<file path="config.mk">
export PLATFORM = sky130hd
export DESIGN_NAME = uart_tx_stream
export DESIGN_NICKNAME = d
export VERILOG_FILES = /design/src/rtl/uart_tx_stream.sv
export SDC_FILE = /design/constraint.sdc
export NUM_CORES = 1
export LEC_CHECK = 0
export ABC_AREA = 1
export BUFFER_PORTS_ARGS = -buffer_cell sky130_fd_sc_hd__buf_4
export CAP_MARGIN = 10
export CORE_MARGIN = 3
export CORE_UTILIZATION = 55
export DETAILED_ROUTE_END_ITERATION = 6
export HOLD_SLACK_MARGIN = 0.02
export PLACE_DENSITY = 0.83
export RECOVER_POWER = 100
export SETUP_SLACK_MARGIN = 0.05
export SYNTH_ARGS = -nofsm -noshare
export SYNTH_HDL_FRONTEND = slang
export SYNTH_SLANG_ARGS = --single-unit
export TNS_END_PERCENT = 20
</file>
<file path="constraint.sdc">
create_clock -name clk_i -period 3 [get_ports clk_i]
set_input_delay 0.3 -clock clk_i [delete_from_list [all_inputs] [get_ports clk_i]]
set_output_delay 0.3 -clock clk_i [all_outputs]
set_load 0.01 [all_outputs]
</file>
<file path="src/rtl/uart_tx_stream.sv">
`default_nettype none
// ============================================================================
// Module      : uart_tx_stream
// Description : UART transmitter with a DEPTH-entry TX FIFO behind a
//               valid/ready byte input. Runtime baud divisor and 1/2 stop
//               bits, back-to-back frames with no idle gap.
//               Optional parity generation when UART_TX_PARITY_EN is defined.
// Revision    : 1.0 - initial release
// ============================================================================
module uart_tx_stream #(
  parameter int DATA_W = 8,
  parameter int DEPTH  = 8,
  parameter int CNT_W  = 16
) (
  input  logic                     clk_i,
  input  logic                     rst_i,
  input  logic [CNT_W-1:0]         cfg_cpb_i,
  input  logic                     cfg_stop2_i,
  input  logic                     cfg_par_en_i,
  input  logic                     cfg_par_odd_i,
  input  logic                     tx_valid_i,
  input  logic [DATA_W-1:0]        tx_data_i,
  output logic                     tx_ready_o,
  output logic                     tx_o,
  output logic                     busy_o,
  output logic                     done_o,
  output logic [$clog2(DEPTH):0]   level_o
);

  localparam int AW    = $clog2(DEPTH);
  localparam int IDX_W = (DATA_W > 1) ? $clog2(DATA_W) : 1;
  localparam logic [AW:0]       LVL_FULL = (AW+1)'(DEPTH);
  localparam logic [CNT_W-1:0]  CNT_ONE  = CNT_W'(1);
  localparam logic [IDX_W-1:0]  IDX_LAST = IDX_W'(DATA_W - 1);
  localparam logic [IDX_W-1:0]  IDX_ONE  = IDX_W'(1);

  typedef enum logic [2:0] {
    ST_IDLE   = 3'd0,
    ST_START  = 3'd1,
    ST_DATA   = 3'd2,
    ST_PARITY = 3'd3,
    ST_STOP   = 3'd4
  } state_t;

  // FIFO storage and pointers (extra MSB separates full from empty)
  logic [DATA_W-1:0] mem_q [DEPTH];
  logic [DATA_W-1:0] mem_d [DEPTH];
  logic [AW:0]       wr_ptr_q, wr_ptr_d, rd_ptr_q, rd_ptr_d;

  // Frame engine state
  state_t            state_q, state_d;
  logic [CNT_W-1:0]  cnt_q, cnt_d;
  logic [IDX_W-1:0]  idx_q, idx_d;
  logic              stop_q, stop_d;      // set while in the second stop bit
  logic [DATA_W-1:0] shift_q, shift_d;
  logic [CNT_W-1:0]  cpb_q, cpb_d;        // latched effective clocks per bit
  logic              stop2_q, stop2_d;
  logic              tx_q, tx_d;

  logic [AW:0]       level;
  logic              empty, full, push, pop, load, bit_end, done;
  logic [DATA_W-1:0] head;
  logic [CNT_W-1:0]  cpb_eff;

  // FIFO status and handshake
  always_comb begin
    level   = wr_ptr_q - rd_ptr_q;
    full    = (level == LVL_FULL);
    empty   = (level == '0);
    push    = tx_valid_i & ~full;
    head    = mem_q[rd_ptr_q[AW-1:0]];
    bit_end = (cnt_q == cpb_q - CNT_ONE);
    cpb_eff = (cfg_cpb_i == '0) ? CNT_ONE : cfg_cpb_i;
  end

  // FIFO write and pointer advance
  always_comb begin
    mem_d = mem_q;
    if (push) mem_d[wr_ptr_q[AW-1:0]] = tx_data_i;
    wr_ptr_d = wr_ptr_q + {{AW{1'b0}}, push};
    rd_ptr_d = rd_ptr_q + {{AW{1'b0}}, pop};
  end

`ifdef UART_TX_PARITY_EN
  logic par_en_q, par_en_d, par_bit_q, par_bit_d;

  // Parity mode and bit are captured with the byte at frame load
  always_comb begin
    par_en_d  = par_en_q;
    par_bit_d = par_bit_q;
    if (load) begin
      par_en_d  = cfg_par_en_i;
      par_bit_d = (^head) ^ cfg_par_odd_i;
    end
  end

  // Parity registers
  always_ff @(posedge clk_i) begin
    if (rst_i) begin
      par_en_q  <= 1'b0;
      par_bit_q <= 1'b0;
    end else begin
      par_en_q  <= par_en_d;
      par_bit_q <= par_bit_d;
    end
  end
`else
  logic unused_cfg_par;
  assign unused_cfg_par = cfg_par_en_i ^ cfg_par_odd_i;
`endif

  // Frame sequencing: next state, bit timing, serial bit selection
  always_comb begin
    state_d = state_q;
    cnt_d   = cnt_q;
    idx_d   = idx_q;
    stop_d  = stop_q;
    shift_d = shift_q;
    cpb_d   = cpb_q;
    stop2_d = stop2_q;
    tx_d    = tx_q;
    load    = 1'b0;
    done    = 1'b0;
    case (state_q)
      ST_IDLE: begin
        tx_d = 1'b1;
        if (!empty) load = 1'b1;
      end
      ST_START: begin
        if (bit_end) begin
          state_d = ST_DATA;
          cnt_d   = '0;
          tx_d    = shift_q[0];
        end else begin
          cnt_d = cnt_q + CNT_ONE;
        end
      end
      ST_DATA: begin
        if (bit_end) begin
          cnt_d = '0;
          if (idx_q == IDX_LAST) begin
            idx_d = '0;
`ifdef UART_TX_PARITY_EN
            if (par_en_q) begin
              state_d = ST_PARITY;
              tx_d    = par_bit_q;
            end else begin
              state_d = ST_STOP;
              stop_d  = 1'b0;
              tx_d    = 1'b1;
            end
`else
            state_d = ST_STOP;
            stop_d  = 1'b0;
            tx_d    = 1'b1;
`endif
          end else begin
            idx_d   = idx_q + IDX_ONE;
            shift_d = shift_q >> 1;
            tx_d    = shift_q[1];
          end
        end else begin
          cnt_d = cnt_q + CNT_ONE;
        end
      end
      ST_PARITY: begin
        if (bit_end) begin
          state_d = ST_STOP;
          cnt_d   = '0;
          stop_d  = 1'b0;
          tx_d    = 1'b1;
        end else begin
          cnt_d = cnt_q + CNT_ONE;
        end
      end
      ST_STOP: begin
        if (bit_end) begin
          cnt_d = '0;
          if (stop2_q && !stop_q) begin
            stop_d = 1'b1;
          end else begin
            done = 1'b1;
            if (!empty) begin
              load = 1'b1;
            end else begin
              state_d = ST_IDLE;
              tx_d    = 1'b1;
            end
          end
        end else begin
          cnt_d = cnt_q + CNT_ONE;
        end
      end
      default: begin
        state_d = ST_IDLE;
        tx_d    = 1'b1;
      end
    endcase
    // Frame start: pop head byte, snapshot configuration, drive start bit
    if (load) begin
      state_d = ST_START;
      cnt_d   = '0;
      idx_d   = '0;
      stop_d  = 1'b0;
      shift_d = head;
      cpb_d   = cpb_eff;
      stop2_d = cfg_stop2_i;
      tx_d    = 1'b0;
    end
  end

  assign pop = load;

  // Storage needs no reset: the pointers define which entries are valid
  always_ff @(posedge clk_i) begin
    mem_q <= mem_d;
  end

  // Control registers
  always_ff @(posedge clk_i) begin
    if (rst_i) begin
      wr_ptr_q <= '0;
      rd_ptr_q <= '0;
      state_q  <= ST_IDLE;
      cnt_q    <= '0;
      idx_q    <= '0;
      stop_q   <= 1'b0;
      shift_q  <= '0;
      cpb_q    <= CNT_ONE;
      stop2_q  <= 1'b0;
      tx_q     <= 1'b1;
    end else begin
      wr_ptr_q <= wr_ptr_d;
      rd_ptr_q <= rd_ptr_d;
      state_q  <= state_d;
      cnt_q    <= cnt_d;
      idx_q    <= idx_d;
      stop_q   <= stop_d;
      shift_q  <= shift_d;
      cpb_q    <= cpb_d;
      stop2_q  <= stop2_d;
      tx_q     <= tx_d;
    end
  end

  assign tx_ready_o = ~full;
  assign tx_o       = tx_q;
  assign done_o     = done;
  assign level_o    = level;
  assign busy_o     = (state_q != ST_IDLE) | ~empty;

endmodule
`default_nettype wire

</file>
Yosys cells after proc, flatten, opt, wreduce, memory -nomap -nowiden
Index checks and enable logic that the tools add are counted.

Register bits: 121. Bits in latches: 0. Bits in writable memories: 0. Bits in read-only memories: 0. Output and inout bits: 8. Logic and storage cells: 121. Memories: 0.

Add/subtract/negate cells: 6. Multiply operators: 0. Divide/modulo/power cells: 0. Order comparisons: 3. Equality and inequality tests: 24. Shift-type cells: 0. Muxes and demuxes: 44. Bitwise gates (word level): 7. Reduce and logical (&&, ||, !) cells: 18.

Operator list (count): $bwmux W64 (1); $mux W8 (7); $mux W16 (2); $bmux W8 S3 (1); $demux W8 S3 (1); $mux W3 (8); $ne A3 B3 Y1 const B (7); $mux W1 (20); $ne A2 B2 Y1 const B (10); $add A16 B1 Y16 const B (1); $eq A16 B16 Y1 (1); $logic_not A16 Y1 (1); $reduce_and A8 Y1 (2); $sub A16 B1 Y16 const B (1); $pmux W3 S5 (1); $reduce_and A6 Y1 (2); $add A4 B1 Y4 (2); $ge A4 B4 Y1 const B (2); $not A3 Y4 (2); $eq A3 B2 Y1 const B (2); $eq A3 B3 Y1 const B (2); $reduce_bool A3 Y1 (2); $eq A4 B4 Y1 const B (1); $logic_not A4 Y1 (1); 18 further kinds (22).

Longest topological paths before layout
Gate-level depths: netlist of the first run.

Word-level depth: 8. Depth in mapped cells: 19.

Least setup slack after synthesis of the first run
OpenSTA, ideal clock, no wires.

Kind: reg2reg. Start point: register rd_ptr_q[2]. End point: register rd_ptr_q[2]. Library setup time: 128 ps. Data arrival time: 2860 ps. Slack: 12 ps. Stages on the path, launching flop included: 19. Path through: dfxtp_1 clkbuf_1 inv_1 clkbuf_1 ha_1 nand2_1 o21ai_1 xor2_1 nor2_1 nand3_2 inv_1 nor2_1 nand3_2 nand2_4 buf_4 ha_1 ha_1 xnor2_1 nor2_1.

Word-level cells in the longest chain between the ends: 7.

Ends and longest elaborated chain: start: declaration (line 48) `logic [AW:0] wr_ptr_q, wr_ptr_d, rd_ptr_q, rd_ptr_d;`; start signal: assignment (line 234) `rd_ptr_q <= rd_ptr_d;`; $sub A4 B4 Y4 (*) (line 67) `level = wr_ptr_q - rd_ptr_q;`; net level_o[3] (line 27) `output logic [$clog2(DEPTH):0] level_o`; $logic_not A4 Y1 (*) (line 69) `empty = (level == '0);`; $mux W1 (*) (line 127, 183); $mux W1 (line 179) `if (stop2_q && !stop_q) begin`; $mux W1 (line 177) `if (bit_end) begin`; $pmux W1 S2 (*) (line 124) `case (state_q)`; $add A4 B1 Y4 (*) (line 81) `rd_ptr_d = rd_ptr_q + {{AW{1'b0}}, pop};`.

The timed path passes the listed nets; every way through them passes the cells marked *. A chain may end at the register's enable or synchronous reset.

Worst setup path after layout of the first run
Start point: register cpb_q[0]. End point: output port done_o.

Word-level cells in the longest chain between the ends: 4.

Ends and longest elaborated chain: start: declaration (line 56) `logic [CNT_W-1:0] cpb_q, cpb_d;`; start signal: assignment (line 240) `cpb_q <= cpb_d;`; $sub A16 B1 Y16 (line 72) `bit_end = (cnt_q == cpb_q - CNT_ONE);`; $eq A16 B16 Y1 (line 72); $mux W1 (line 177); $mux W1 (line 124); end: declaration (line 26) `output logic done_o,`.

No other way between the ends.

==> PnR_summary.wiki, run 1 <==
{| class="wikitable"
! Metric !! Value
|-
| Final nets || 856
|-
| Top area cells in the synthesized netlist || sky130_fd_sc_hd__edfxtp_1, sky130_fd_sc_hd__dfxtp_1, sky130_fd_sc_hd__nand2_1
|-
| Slack of the worst reg-to-reg path || 250 ps
|-
| Remaining number of nets flagged by the antenna check after routing || 0
|-
| Kind of start point of the critical path || flip-flop
|-
| First-pass GRT wire length || 25.7 mm
|-
| Top cells by instance count after synthesis || sky130_fd_sc_hd__nand2_1, sky130_fd_sc_hd__nor2_1, sky130_fd_sc_hd__inv_1
|-
| Initial antenna violation count || 0
|-
| Arrival time of data at the critical path endpoint || 2470 ps
|-
| Clock root buffer || sky130_fd_sc_hd__clkbuf_16
|-
| Crit end category || primary output
|-
| Count of different cell masters after synthesis || 44
|-
| Inserted Diodes || 0
|-
| Worst VDD drop || 0.889 mV
|-
| Clock tree from TritonCTS || done
|-
| Number of buffers inserted for hold repair after clock tree synthesis || 0
|-
| Final HPWL DP || 10.5 mm
|-
| DRT Wirelength || 15.5 mm
|-
| Static leakage power || 2.98 nW
|-
| Worst reg-to-reg path cell count || 14
|-
| Clock slew at the register clock pins of the worst setup and hold paths || 60 ps
|-
| Vias per std cell || 5.63
|-
| R2R Path End || cpb_q[4]$_SDFFE_PP0P_
|-
| Slew at the pin closest to its max-slew limit || 896 ps
|-
| Biggest fanout along the worst timing path || 4
|-
| Cell total after placement || 933
|-
| Number of global-route vias before repair || 5438
|-
| Hold/Removal Path Class || input port to flip-flop
|-
| Placer's final routability congestion estimate || 0.933
|-
| Hold Crit Depth || 3
|-
| Most repeated cell in the gate-level netlist after synthesis || sky130_fd_sc_hd__nand2_1
|-
| Power density over the cells || 1120 nW/um^2
|-
| Primary flip-flop cell chosen by synthesis mapping || sky130_fd_sc_hd__edfxtp_1
|-
| Standard-cell rows || 38
|-
| Worst-skew pair later-pin latency || 420 ps
|-
| I/O Buffers || 35
|-
| Count of flip-flops with a built-in enable after synthesis || 64
|-
| Post-Route Skew || 7.38 ps
|-
| Final setup fails || 0
|-
| Gate count of the mapped netlist || 764
|-
| Yosys warnings || 0
|-
| Starting utilization of the core area || 57.0%
|-
| Die Ht || 112 microns
|-
| Worst Hold End || cpb_q[11]$_SDFFE_PP0P_
|-
| Die W || 112 microns
|-
| Count of non-filler cells in the finished layout || 967
|-
| Maximum Capacitance Violations || 0
|-
| Global Route Usage Sum || 25.4%
|-
| Net count after synthesis || 806
|-
| Classification of the worst setup path || flip-flop to primary output
|-
| Final-layout setup total negative slack || 0 ps
|-
| Final Critical Period || 2770 ps
|-
| TritonCTS sink count || 121
|-
| Total via count in the routed design || 5443
|-
| Setup repair after global routing missed its margin || true
|-
| Die outline area || 12600 sq um
|-
| Top cell type's share of synthesized area || 30.8%
|-
| Max-slew violation count || 0
|-
| Placeable core area || 10900 sq um
|-
| Share of synthesized registers carrying an async set or reset || 0%
|-
| Area delta synth->final || 15.5%
|-
| Violation count after the first detailed-routing iteration || 452
|-
| Max Clock Freq || 362 MHz
|-
| IO Pins || 38
|-
| Crit share post-route || 92.2%
|-
| Congestion Overflow GR || 0
|-
| Share of final-layout standard cells stronger than drive strength 1 || 12.6%
|-
| Number of iterations in the first detailed-routing pass || 5
|-
| Largest net degree at the start of global routing || 35
|-
| Synth Cell Area || 6230 sq um
|-
| Syn_area_per_cell || 8.16 sq um
|-
| DRC violations left || 0
|-
| Seq/Total Area, Yosys || 49.1%
|-
| Post-synth top area cell || sky130_fd_sc_hd__edfxtp_1
|-
| Maximum number of buffers from clock root to sink || 2
|-
| Worst endpoint required time || 2700 ps
|-
| Hold violation total from the final report || 0
|-
| Level count of the clock H-tree || 4
|-
| Routed wire per std cell || 16.0 microns
|-
| Max_slew headroom || 40.2%
|-
| Number of synthesized register bits || 121
|-
| Start of the worst register-to-register path || rd_ptr_q[2]$_SDFF_PP0_
|-
| Worst hold start || cfg_cpb_i[11]
|-
| Status || finished clean
|-
| Number of buffers added by the clock tree synthesis step || 17
|}
[power breakdown]
part / internal (mW) / leakage (nW) / switching, mW
Clock: 1.24 / 0.284 / 0.784
Sequential: 2.03 / 1.05 / 0.185
Combinational: 1.22 / 1.65 / 2.57
[critical path, cell delays in order (launching register included)]
cell and delay [ps]:
sky130_fd_sc_hd__dfxtp_1 370, sky130_fd_sc_hd__inv_1 110, sky130_fd_sc_hd__ha_2 330, sky130_fd_sc_hd__nor2_1 40, sky130_fd_sc_hd__nor2_1 190, sky130_fd_sc_hd__nand3_1 100
sky130_fd_sc_hd__nor2_1 170, sky130_fd_sc_hd__nand2_1 80, sky130_fd_sc_hd__nor2_1 110, sky130_fd_sc_hd__nand2_1 80, sky130_fd_sc_hd__nor2_2 120, sky130_fd_sc_hd__nand3_1 150
sky130_fd_sc_hd__inv_1 90, sky130_fd_sc_hd__buf_4 110
[worst max path at each step]
stage	start	endpoint	slack, ps	cells past startpoint
floorplan	rd_ptr_q[2]$_SDFF_PP0_	rd_ptr_q[2]$_SDFF_PP0_	110	18
global placement	wr_ptr_q[0]$_SDFF_PP0_	rd_ptr_q[2]$_SDFF_PP0_	420	14
detailed placement	wr_ptr_q[0]$_SDFF_PP0_	rd_ptr_q[3]$_SDFF_PP0_	270	14
CTS	cpb_q[0]$_SDFFE_PP1P_	done_o	190	14
global route	wr_ptr_q[2]$_SDFF_PP0_	cpb_q[4]$_SDFFE_PP0P_	20	13
finish	cpb_q[0]$_SDFFE_PP1P_	done_o	230	13
[area by class of cell]
| type | instances | area, sq um |
|---|---|---|
| fill | 880 | 3740 |
| sequential | 121 | 3060 |
| multi-input combinational | 543 | 2760 |
| clock buffer | 18 | 429 |
| timing repair buffer | 52 | 312 |
| inverter | 79 | 297 |
| tap | 140 | 175 |
| clock inverter | 14 | 161 |
[state kept, by name (all words and copies together) (netlist names)]
signal	count
tx_o	1
wr_ptr_q	4
shift_q	8
cpb_q	16
stop_q	1
stop2_q	1
cnt_q	16
state_q	3
mem_q	64
idx_q	3
rd_ptr_q	4
[timing repair]
item,4_1_cts,5_1_grt
setup buffers,0,2
setup endpoints to repair,0,5
resized for setup,0,8
[routing by layer]
layer / track usage (%) / part of all wire (%)
met5: 0 / 0
met4: 9.38 / 2.5
met1: 32.0 / 42
met2: 42.9 / 50
met3: 5.61 / 6.3
[through the flow]
step                      area, sq um  total power, mW  utilization, %  setup WS, ps  hold slack [ps]
after global routing             7200             8.61            65.8          23.6              117
after global placement           6690             5.80            61.2           423              451
after CTS                        7280             8.03            66.6           191              100
after floorplan                  6240             4.98               -           110              369
final                            7200             8.03            65.8           234              110
after detailed placement         6690             5.96            61.2           273              456
[cell usage in the layout (no fill, tap or decap), drive strengths merged]
cell and count:
a211oi 1, o211ai 1, ha 11, nand2 169
and3 1, o21ai 51, bufinv 2, o22ai 8
xnor2 19, nand3 65, clkinvlp 2, nor4 3
a21oi 18, o21bai 2, or4 2, nand4 7
or2 3, inv 83, nor2 149, edfxtp 64
buf 31, nand3b 4, clkinv 6, clkbuf 39
o221ai 3, fa 1, xor2 13, dfxtp 57
a31oi 1, a32o 4, nor3 7
[logic make-up after synthesis]
logic type / Yosys count / synth area share (%)
AOI/OAI and AO/OA: 89 / 8.23
DFF: 121 / 49.1
and+or+nand+nor: 410 / 29.2
buffers and inverters: 100 / 6.36
adders and majority gates: 12 / 2.53
xor gates and xnor gates: 32 / 4.50
Note: power is estimated with default switching activity, not from simulation.
==> inputs of run 2 (changes only) <==
--- a/config.mk
+++ b/config.mk
@@ -8,6 +8,7 @@
 export ABC_AREA = 1
 export BUFFER_PORTS_ARGS = -buffer_cell sky130_fd_sc_hd__buf_4
 export CAP_MARGIN = 10
+export CORE_ASPECT_RATIO = 0.5
 export CORE_MARGIN = 3
 export CORE_UTILIZATION = 55
 export DETAILED_ROUTE_END_ITERATION = 6
==> run 2 against run 1 <==
Effect of this change:
- sequential share of layout area decreased by 0.41 points
- first-iteration DRC count fell by 4.2%
- utilization is 2.7 points higher
- combinational power hardly changed
- register-to-register slack got worse by 70 ps
- non-clock buffer count fell by 2
- sequential cell count did not move
- design area grew 0.97%
- die area grew 0.61%
- clock-buffer cell count shrank 1
- highest routed layer unchanged
==> PnR_summary.wiki, run 2 (synthesis gave the netlist of run 1 again) <==
{| class="wikitable"
! Metric !! Value
|-
| Static leakage power || 3.01 nW (+1.1%)
|-
| Classification of the worst setup path || flip-flop to flip-flop
|-
| Routed wire per std cell || 15.4 microns (-3.5%)
|-
| Area delta synth->final || 16.6%
|-
| Worst endpoint required time || 3290 ps (+590 ps)
|-
| Max_slew headroom || 51.0% (+11 points)
|-
| Vias per std cell || 5.49 (-2.4%)
|-
| Clock tree from TritonCTS || done
|-
| Power density over the cells || 1120 nW/um^2 (+0.72%)
|-
| DRT Wirelength || 14.9 mm (-3.7%)
|-
| Clock root buffer || sky130_fd_sc_hd__clkbuf_16
|-
| Largest net degree at the start of global routing || 35 (unchanged)
|-
| Standard-cell rows || 26 (-32%)
|-
| Number of buffers added by the clock tree synthesis step || 17 (unchanged)
|-
| Post-Route Skew || 9.78 ps (+2.40 ps)
|-
| Slew at the pin closest to its max-slew limit || 734 ps (-162 ps)
|-
| Largest registers || mem_q x64, cnt_q x16, cpb_q x16
|-
| Number of buffers inserted for hold repair after clock tree synthesis || 0 (unchanged)
|-
| Switching power share of the total || 43.4% (-0.62 points)
|-
| Final setup fails || 0 (unchanged)
|-
| Violation count after the first detailed-routing iteration || 433 (-4.2%)
|-
| Final-layout setup total negative slack || 0 ps (unchanged)
|-
| IO Pins || 38 (unchanged)
|-
| Comb pwr share || 46.8% (-0.4 points)
|-
| Most frequent standard cell in the layout excluding fill and tap cells || sky130_fd_sc_hd__nand2_1
|-
| Die outline area || 12700 sq um (+0.61%)
|-
| Die W || 157 microns (+39%)
|-
| Worst-skew pair later-pin latency || 410 ps (about the same)
|-
| Slack of the worst reg-to-reg path || 180 ps (-70 ps)
|-
| TritonCTS sink count || 121 (unchanged)
|-
| Status || finished clean
|-
| Setup repair after global routing missed its margin || true
|-
| Inserted Diodes || 0 (unchanged)
|-
| Number of iterations in the first detailed-routing pass || 5 (unchanged)
|-
| Crit share post-route || 93.9% (+1.8 points)
|-
| Final Critical Period || 2820 ps (+52.6 ps)
|-
| Max Clock Freq || 355 MHz (-1.9%)
|-
| Biggest register || mem_q
|-
| Placer's final routability congestion estimate || 0.922 (-1.2%)
|-
| Part of the power in registers || 27.0% (-0.6 points)
|-
| Level count of the clock H-tree || 4 (unchanged)
|-
| First-pass GRT wire length || 24.0 mm (-6.4%)
|-
| I/O Buffers || 35 (unchanged)
|-
| Starting utilization of the core area || 58.8% (+1.8 points)
|-
| Clock slew at the register clock pins of the worst setup and hold paths || 60 ps (about the same)
|-
| Hold/Removal Path Class || input port to flip-flop
|-
| DRC violations left || 0 (unchanged)
|-
| Congestion Overflow GR || 0 (unchanged)
|-
| Total via count in the routed design || 5301 (-2.6%)
|-
| Initial antenna violation count || 0 (unchanged)
|-
| Arrival time of data at the critical path endpoint || 3110 ps (+640 ps)
|-
| Number of global-route vias before repair || 5182 (-4.7%)
|-
| Worst VDD drop || 0.639 mV (-28%)
|-
| Most frequent cells in the layout || sky130_fd_sc_hd__nand2_1, sky130_fd_sc_hd__nor2_1, sky130_fd_sc_hd__inv_1
|-
| Share of final-layout standard cells stronger than drive strength 1 || 12.6% (+0.030 points)
|-
| Placeable core area || 10600 sq um (-3.0%)
|-
| Switch Pwr || 3.54 mW (+0.26%)
|-
| Max FFs per register || 64 (unchanged)
|-
| Maximum Capacitance Violations || 0 (unchanged)
|-
| Power Internal || 4.62 mW (+2.8%)
|-
| Max-slew violation count || 0 (unchanged)
|-
| Final HPWL DP || 9.73 mm (-7.6%)
|-
| Die Ht || 81.3 microns (-28%)
|-
| Kind of start point of the critical path || flip-flop
|-
| Final Power || 8.17 mW (+1.7%)
|-
| Maximum number of buffers from clock root to sink || 2 (unchanged)
|-
| Crit end category || flip-flop
|-
| Biggest fanout along the worst timing path || 12 (+8)
|-
| Final nets || 855 (-0.12%)
|-
| Remaining number of nets flagged by the antenna check after routing || 0 (unchanged)
|-
| Hold violation total from the final report || 0 (unchanged)
|-
| Global Route Usage Sum || 24.4% (-1.0 points)
|-
| Proportion of power drawn by the clock network || 26.2% (+1.0 points)
|}
==> run 2: changes by cell type in the layout (fill, tap and decap cells not counted), sizes merged <==
cell and change:
nand2 +1, bufinv +2, clkinvlp +1, buf -1, inv -3, clkbuf -2
==> run 2: worst max-delay path, cell delays in order (launching register included) <==
cell                      delay (ps)
sky130_fd_sc_hd__dfxtp_1         350
sky130_fd_sc_hd__inv_1            70
sky130_fd_sc_hd__ha_1            230
sky130_fd_sc_hd__fa_1            410
sky130_fd_sc_hd__xnor2_2         210
sky130_fd_sc_hd__nor2_1           90
sky130_fd_sc_hd__nand3_2         140
sky130_fd_sc_hd__inv_1            70
sky130_fd_sc_hd__nor2_1          220
sky130_fd_sc_hd__nand3_4         180
sky130_fd_sc_hd__nand2_8         180
sky130_fd_sc_hd__ha_1            190
sky130_fd_sc_hd__ha_1            230
sky130_fd_sc_hd__inv_1            50
sky130_fd_sc_hd__nor2_1           40
==> run 2: area by class of cell <==
class / count / area, sq um
Sequential cell: 121 / 3060
Fill cell: 779 / 3340
Clock buffer: 17 / 425
Timing Repair Buffer: 50 / 300
Multi-Input combinational cell: 544 / 2810
Inverter: 79 / 297
Tap cell: 140 / 175
Clock inverter: 14 / 196
==> run 2: path summary, 6_finish.rpt <==
kind	from	to	cells after the start
min	cfg_cpb_i[13]	cpb_q[13]$_SDFFE_PP0P_	3
min reg2reg	cpb_q[15]$_SDFFE_PP0P_	cpb_q[15]$_SDFFE_PP0P_	2
max reg2reg	wr_ptr_q[0]$_SDFF_PP0_	rd_ptr_q[1]$_SDFF_PP0_	14
max	wr_ptr_q[0]$_SDFF_PP0_	rd_ptr_q[1]$_SDFF_PP0_	14
==> run 2: per-layer routing <==
layer / up-vias / global-route usage, % / part of all wire [%]
met1: 2482 / 28.3 / 41
li1: 2613 / - / -
met3: 42 / 5.43 / 5.7
met5: - / 0 / 0
met4: 0 / 11.2 / 2.6
met2: 164 / 43.8 / 50
==> run 2: power by group through the flow <==
stage               clock [mW]  sequential (mW)  combinational [mW]
global placement             0             2.22                3.53
global route              2.23             2.23                4.28
finish                    2.14             2.21                3.82
floorplan                    0             2.20                2.78
CTS                       2.16             2.20                3.71
detailed placement           0             2.23                3.63
==> run 2: repair_timing <==
item	in CTS	in global routing
endpoints found under the setup margin	0	4
buffers inserted	0	0
gates resized for setup	0	4
==> run 2: through the flow <==
| step | hold slack [ps] | instances | cell area [sq um] | setup WS [ps] | utilization (%) |
|---|---|---|---|---|---|
| 3_3_place_gp | 452 | 933 | 6690 | 282 | 63.1 |
| 6_report | 125 | 965 | 7270 | 182 | 68.5 |
| 2_1_floorplan | 369 | 764 | 6240 | 110 | - |
| 5_1_grt | 117 | 965 | 7270 | -33.4 | 68.5 |
| 3_5_place_dp | 457 | 933 | 6690 | 187 | 63.1 |
| 4_1_cts | 109 | 964 | 7310 | 183 | 68.9 |
==> inputs of run 3 (changes only) <==
--- a/config.mk
+++ b/config.mk
@@ -12,6 +12,7 @@
 export CORE_MARGIN = 3
 export CORE_UTILIZATION = 55
 export DETAILED_ROUTE_END_ITERATION = 6
+export GPL_TIMING_DRIVEN = 0
 export HOLD_SLACK_MARGIN = 0.02
 export PLACE_DENSITY = 0.83
 export RECOVER_POWER = 100
==> run 3 against run 2 <==
Effect of this change:
- worst setup slack worse by 60 ps
- clock power is 12% lower
- critical path depth is 4 lower
- clock-buffer cell count is 1 higher
- worst hold slack worse by 8.4 ps
- first-iteration DRC count is 11% higher
- via count is 1.4% higher
- utilization is 0.20 points higher
- clock skew is 2.0 ps higher
- sequential power hardly changed
- critical endpoint is now mem_q[51]$_DFFE_PP_
- largest cell class unchanged
- sequential share of layout area is 0.11 points lower
- routed wire length is 2.3% higher
==> PnR_summary.wiki, run 3 (synthesis gave the netlist of run 1 again) <==
{| class="wikitable"
! Metric !! Value
|-
| Starting utilization of the core area || 58.8% (unchanged)
|-
| Worst VDD drop || 0.562 mV (-12%)
|-
| Max FFs per register || 64 (unchanged)
|-
| Routed wire per std cell || 15.6 microns (+1.4%)
|-
| I/O Buffers || 35 (unchanged)
|-
| Final Critical Period || 2880 ps (+60.0 ps)
|-
| Post-Route Skew || 11.8 ps (+2.03 ps)
|-
| Switch Pwr || 3.64 mW (+2.8%)
|-
| DRC violations left || 0 (unchanged)
|-
| Power Internal || 4.52 mW (-2.2%)
|-
| Hold violation total from the final report || 0 (unchanged)
|-
| Total via count in the routed design || 5375 (+1.4%)
|-
| Cell count along the critical path || 10 (-4)
|-
| Number of global-route vias before repair || 5119 (-1.2%)
|-
| Worst hold slack || 117 ps (-8.41 ps)
|-
| Vias per std cell || 5.52 (+0.46%)
|-
| Final-layout setup total negative slack || 0 ps (unchanged)
|-
| Largest stage delay on the critical path || 730 ps (+320 ps)
|-
| Max_slew headroom || 36.6% (-14 points)
|-
| Cell total after placement || 939 (+0.64%)
|-
| Part of the power in registers || 27.2% (+0.2 points)
|-
| R2R Path End || mem_q[51]$_DFFE_PP_
|-
| Final cell utilization of the core || 68.7% (+0.20 points)
|-
| Setup repair after global routing missed its margin || true
|-
| IO Pins || 38 (unchanged)
|-
| Die outline area || 12700 sq um (unchanged)
|-
| TritonCTS sink count || 121 (unchanged)
|-
| Worst-skew pair later-pin latency || 420 ps (about the same)
|-
| Count of non-filler cells in the finished layout || 974 (+0.93%)
|-
| Post-Place Worst Slack || -354 ps (-541 ps)
|-
| Status || finished clean
|-
| Classification of the worst setup path || flip-flop to flip-flop
|-
| Biggest fanout along the worst timing path || 8 (-4)
|-
| Start of the worst register-to-register path || wr_ptr_q[0]$_SDFF_PP0_
|-
| Largest registers || mem_q x64, cnt_q x16, cpb_q x16
|-
| DRT Wirelength || 15.2 mm (+2.3%)
|-
| Slew at the pin closest to its max-slew limit || 947 ps (+214 ps)
|-
| Worst reg-to-reg path cell count || 10 (-4)
|-
| Most frequent standard cell in the layout excluding fill and tap cells || sky130_fd_sc_hd__nand2_1
|-
| Final nets || 863 (+0.94%)
|-
| Final HPWL DP || 10.2 mm (+5.0%)
|-
| Number of buffers added by the clock tree synthesis step || 17 (unchanged)
|-
| Kind of start point of the critical path || flip-flop
|-
| Area delta synth->final || 17.0%
|-
| Power density over the cells || 1120 nW/um^2 (-0.34%)
|-
| Clock tree from TritonCTS || done
|-
| First-pass GRT wire length || 24.4 mm (+1.8%)
|-
| Number of buffers inserted for hold repair after clock tree synthesis || 0 (unchanged)
|-
| Placer's final routability congestion estimate || 0.916 (-0.70%)
|-
| Global Route Usage Sum || 24.9% (+0.58 points)
|-
| Static leakage power || 3.00 nW (-0.54%)
|-
| Share of final-layout standard cells stronger than drive strength 1 || 15.0% (+2.4 points)
|-
| Standard-cell rows || 26 (unchanged)
|-
| Comb pwr share || 49.7% (+2.9 points)
|-
| Die Ht || 81.3 microns (unchanged)
|-
| Maximum Capacitance Violations || 0 (unchanged)
|-
| Arrival time of data at the critical path endpoint || 2920 ps (-190 ps)
|-
| Largest net degree at the start of global routing || 17 (-51%)
|-
| Die W || 157 microns (unchanged)
|-
| Most frequent cells in the layout || sky130_fd_sc_hd__nand2_1, sky130_fd_sc_hd__nor2_1, sky130_fd_sc_hd__inv_1
|-
| Congestion Overflow GR || 0 (unchanged)
|-
| Hold/Removal Path Class || input port to flip-flop
|-
| Max Clock Freq || 347 MHz (-2.1%)
|-
| Crit share post-route || 95.9% (+2.0 points)
|-
| Worst setup path start || wr_ptr_q[0]$_SDFF_PP0_
|-
| Biggest register || mem_q
|-
| Cells traversed along the worst timing path || inv_1 -> ha_1 -> fa_1 -> xnor2_2 -> nor3_1 -> nand2_1 -> nand2_1 -> inv_1 -> nand2_1 -> nor2_1
|-
| Count of buffer and inverter cells on the critical path || 2 (-1)
|-
| Most numerous cell on the critical path || sky130_fd_sc_hd__nand2_1
|-
| Remaining number of nets flagged by the antenna check after routing || 0 (unchanged)
|-
| Final setup fails || 0 (unchanged)
|-
| Slack of the worst reg-to-reg path || 120 ps (-60 ps)
|-
| Crit end category || flip-flop
|-
| Largest delay share family, worst path || simple AND/OR/NAND/NOR gates
|-
| Clock slew at the register clock pins of the worst setup and hold paths || 60 ps (about the same)
|-
| Inserted Diodes || 0 (unchanged)
|-
| Initial antenna violation count || 0 (unchanged)
|-
| Number of iterations in the first detailed-routing pass || 5 (unchanged)
|-
| Worst setup path endpoint || mem_q[51]$_DFFE_PP_
|-
| Level count of the clock H-tree || 4 (unchanged)
|-
| Max-slew violation count || 0 (unchanged)
|-
| Switching power share of the total || 44.6% (+1.2 points)
|-
| Worst endpoint required time || 3040 ps (-250 ps)
|-
| Smallest setup slack after layout || 122 ps (-60.0 ps)
|-
| CP max stage cell || sky130_fd_sc_hd__nor2_1
|-
| Clock root buffer || sky130_fd_sc_hd__clkbuf_16
|-
| Placeable core area || 10600 sq um (unchanged)
|-
| Maximum number of buffers from clock root to sink || 2 (unchanged)
|-
| Violation count after the first detailed-routing iteration || 482 (+11%)
|-
| Proportion of power drawn by the clock network || 23.1% (-3.1 points)
|}
[run 3: cell type report]
cell class | instances | area (sq um)
flip-flops and latches | 121 | 3060
clock buffers | 18 | 429
multi-input cells | 543 | 2830
well taps | 140 | 175
fillers | 805 | 3310
repair buffers | 40 | 272
clock inverters | 14 | 115
inverters | 79 | 304
plain buffers | 19 | 104
[run 3: through the flow]
stage | total power [mW] | cell area (sq um)
6_report | 8.16 | 7290
3_5_place_dp | 5.98 | 6680
3_3_place_gp | 5.86 | 6680
5_1_grt | 8.76 | 7290
4_1_cts | 7.95 | 7250
2_1_floorplan | 4.98 | 6240
[run 3: worst min path at each step]
stage / start / to / slack [ps] / cells after the start
2_1_floorplan: rst_i / shift_q[7]$_SDFFE_PP0P_ / 370 / 1
3_3_place_gp: cpb_q[15]$_SDFFE_PP0P_ / cpb_q[15]$_SDFFE_PP0P_ / 450 / 2
3_5_place_dp: cpb_q[15]$_SDFFE_PP0P_ / cpb_q[15]$_SDFFE_PP0P_ / 450 / 2
4_1_cts: tx_data_i[4] / mem_q[60]$_DFFE_PP_ / 100 / 1
5_1_grt: rst_i / shift_q[7]$_SDFFE_PP0P_ / 110 / 2
6_report: rst_i / shift_q[7]$_SDFFE_PP0P_ / 120 / 2
[run 3: power groups by stage]
stage	sequential, mW	combinational [mW]	clock (mW)
2_1_floorplan	2.20	2.78	0
3_3_place_gp	2.23	3.63	0
3_5_place_dp	2.24	3.74	0
4_1_cts	2.21	3.84	1.90
5_1_grt	2.25	4.53	1.99
6_report	2.22	4.05	1.89
[run 3: repair_timing]
action / CTS / global route
buffers inserted: 3 / 2
gates resized for setup: 5 / 16
pin swaps: 0 / 2
endpoints found under the setup margin: 106 / 70
[run 3: per-layer routing]
metal	GRT usage [%]	part of all wire, %	up-vias
met5	0	0	-
met4	11.2	2.9	0
met3	5.00	7.1	46
met2	43.6	48	227
met1	30.3	42	2474
li1	-	-	2628
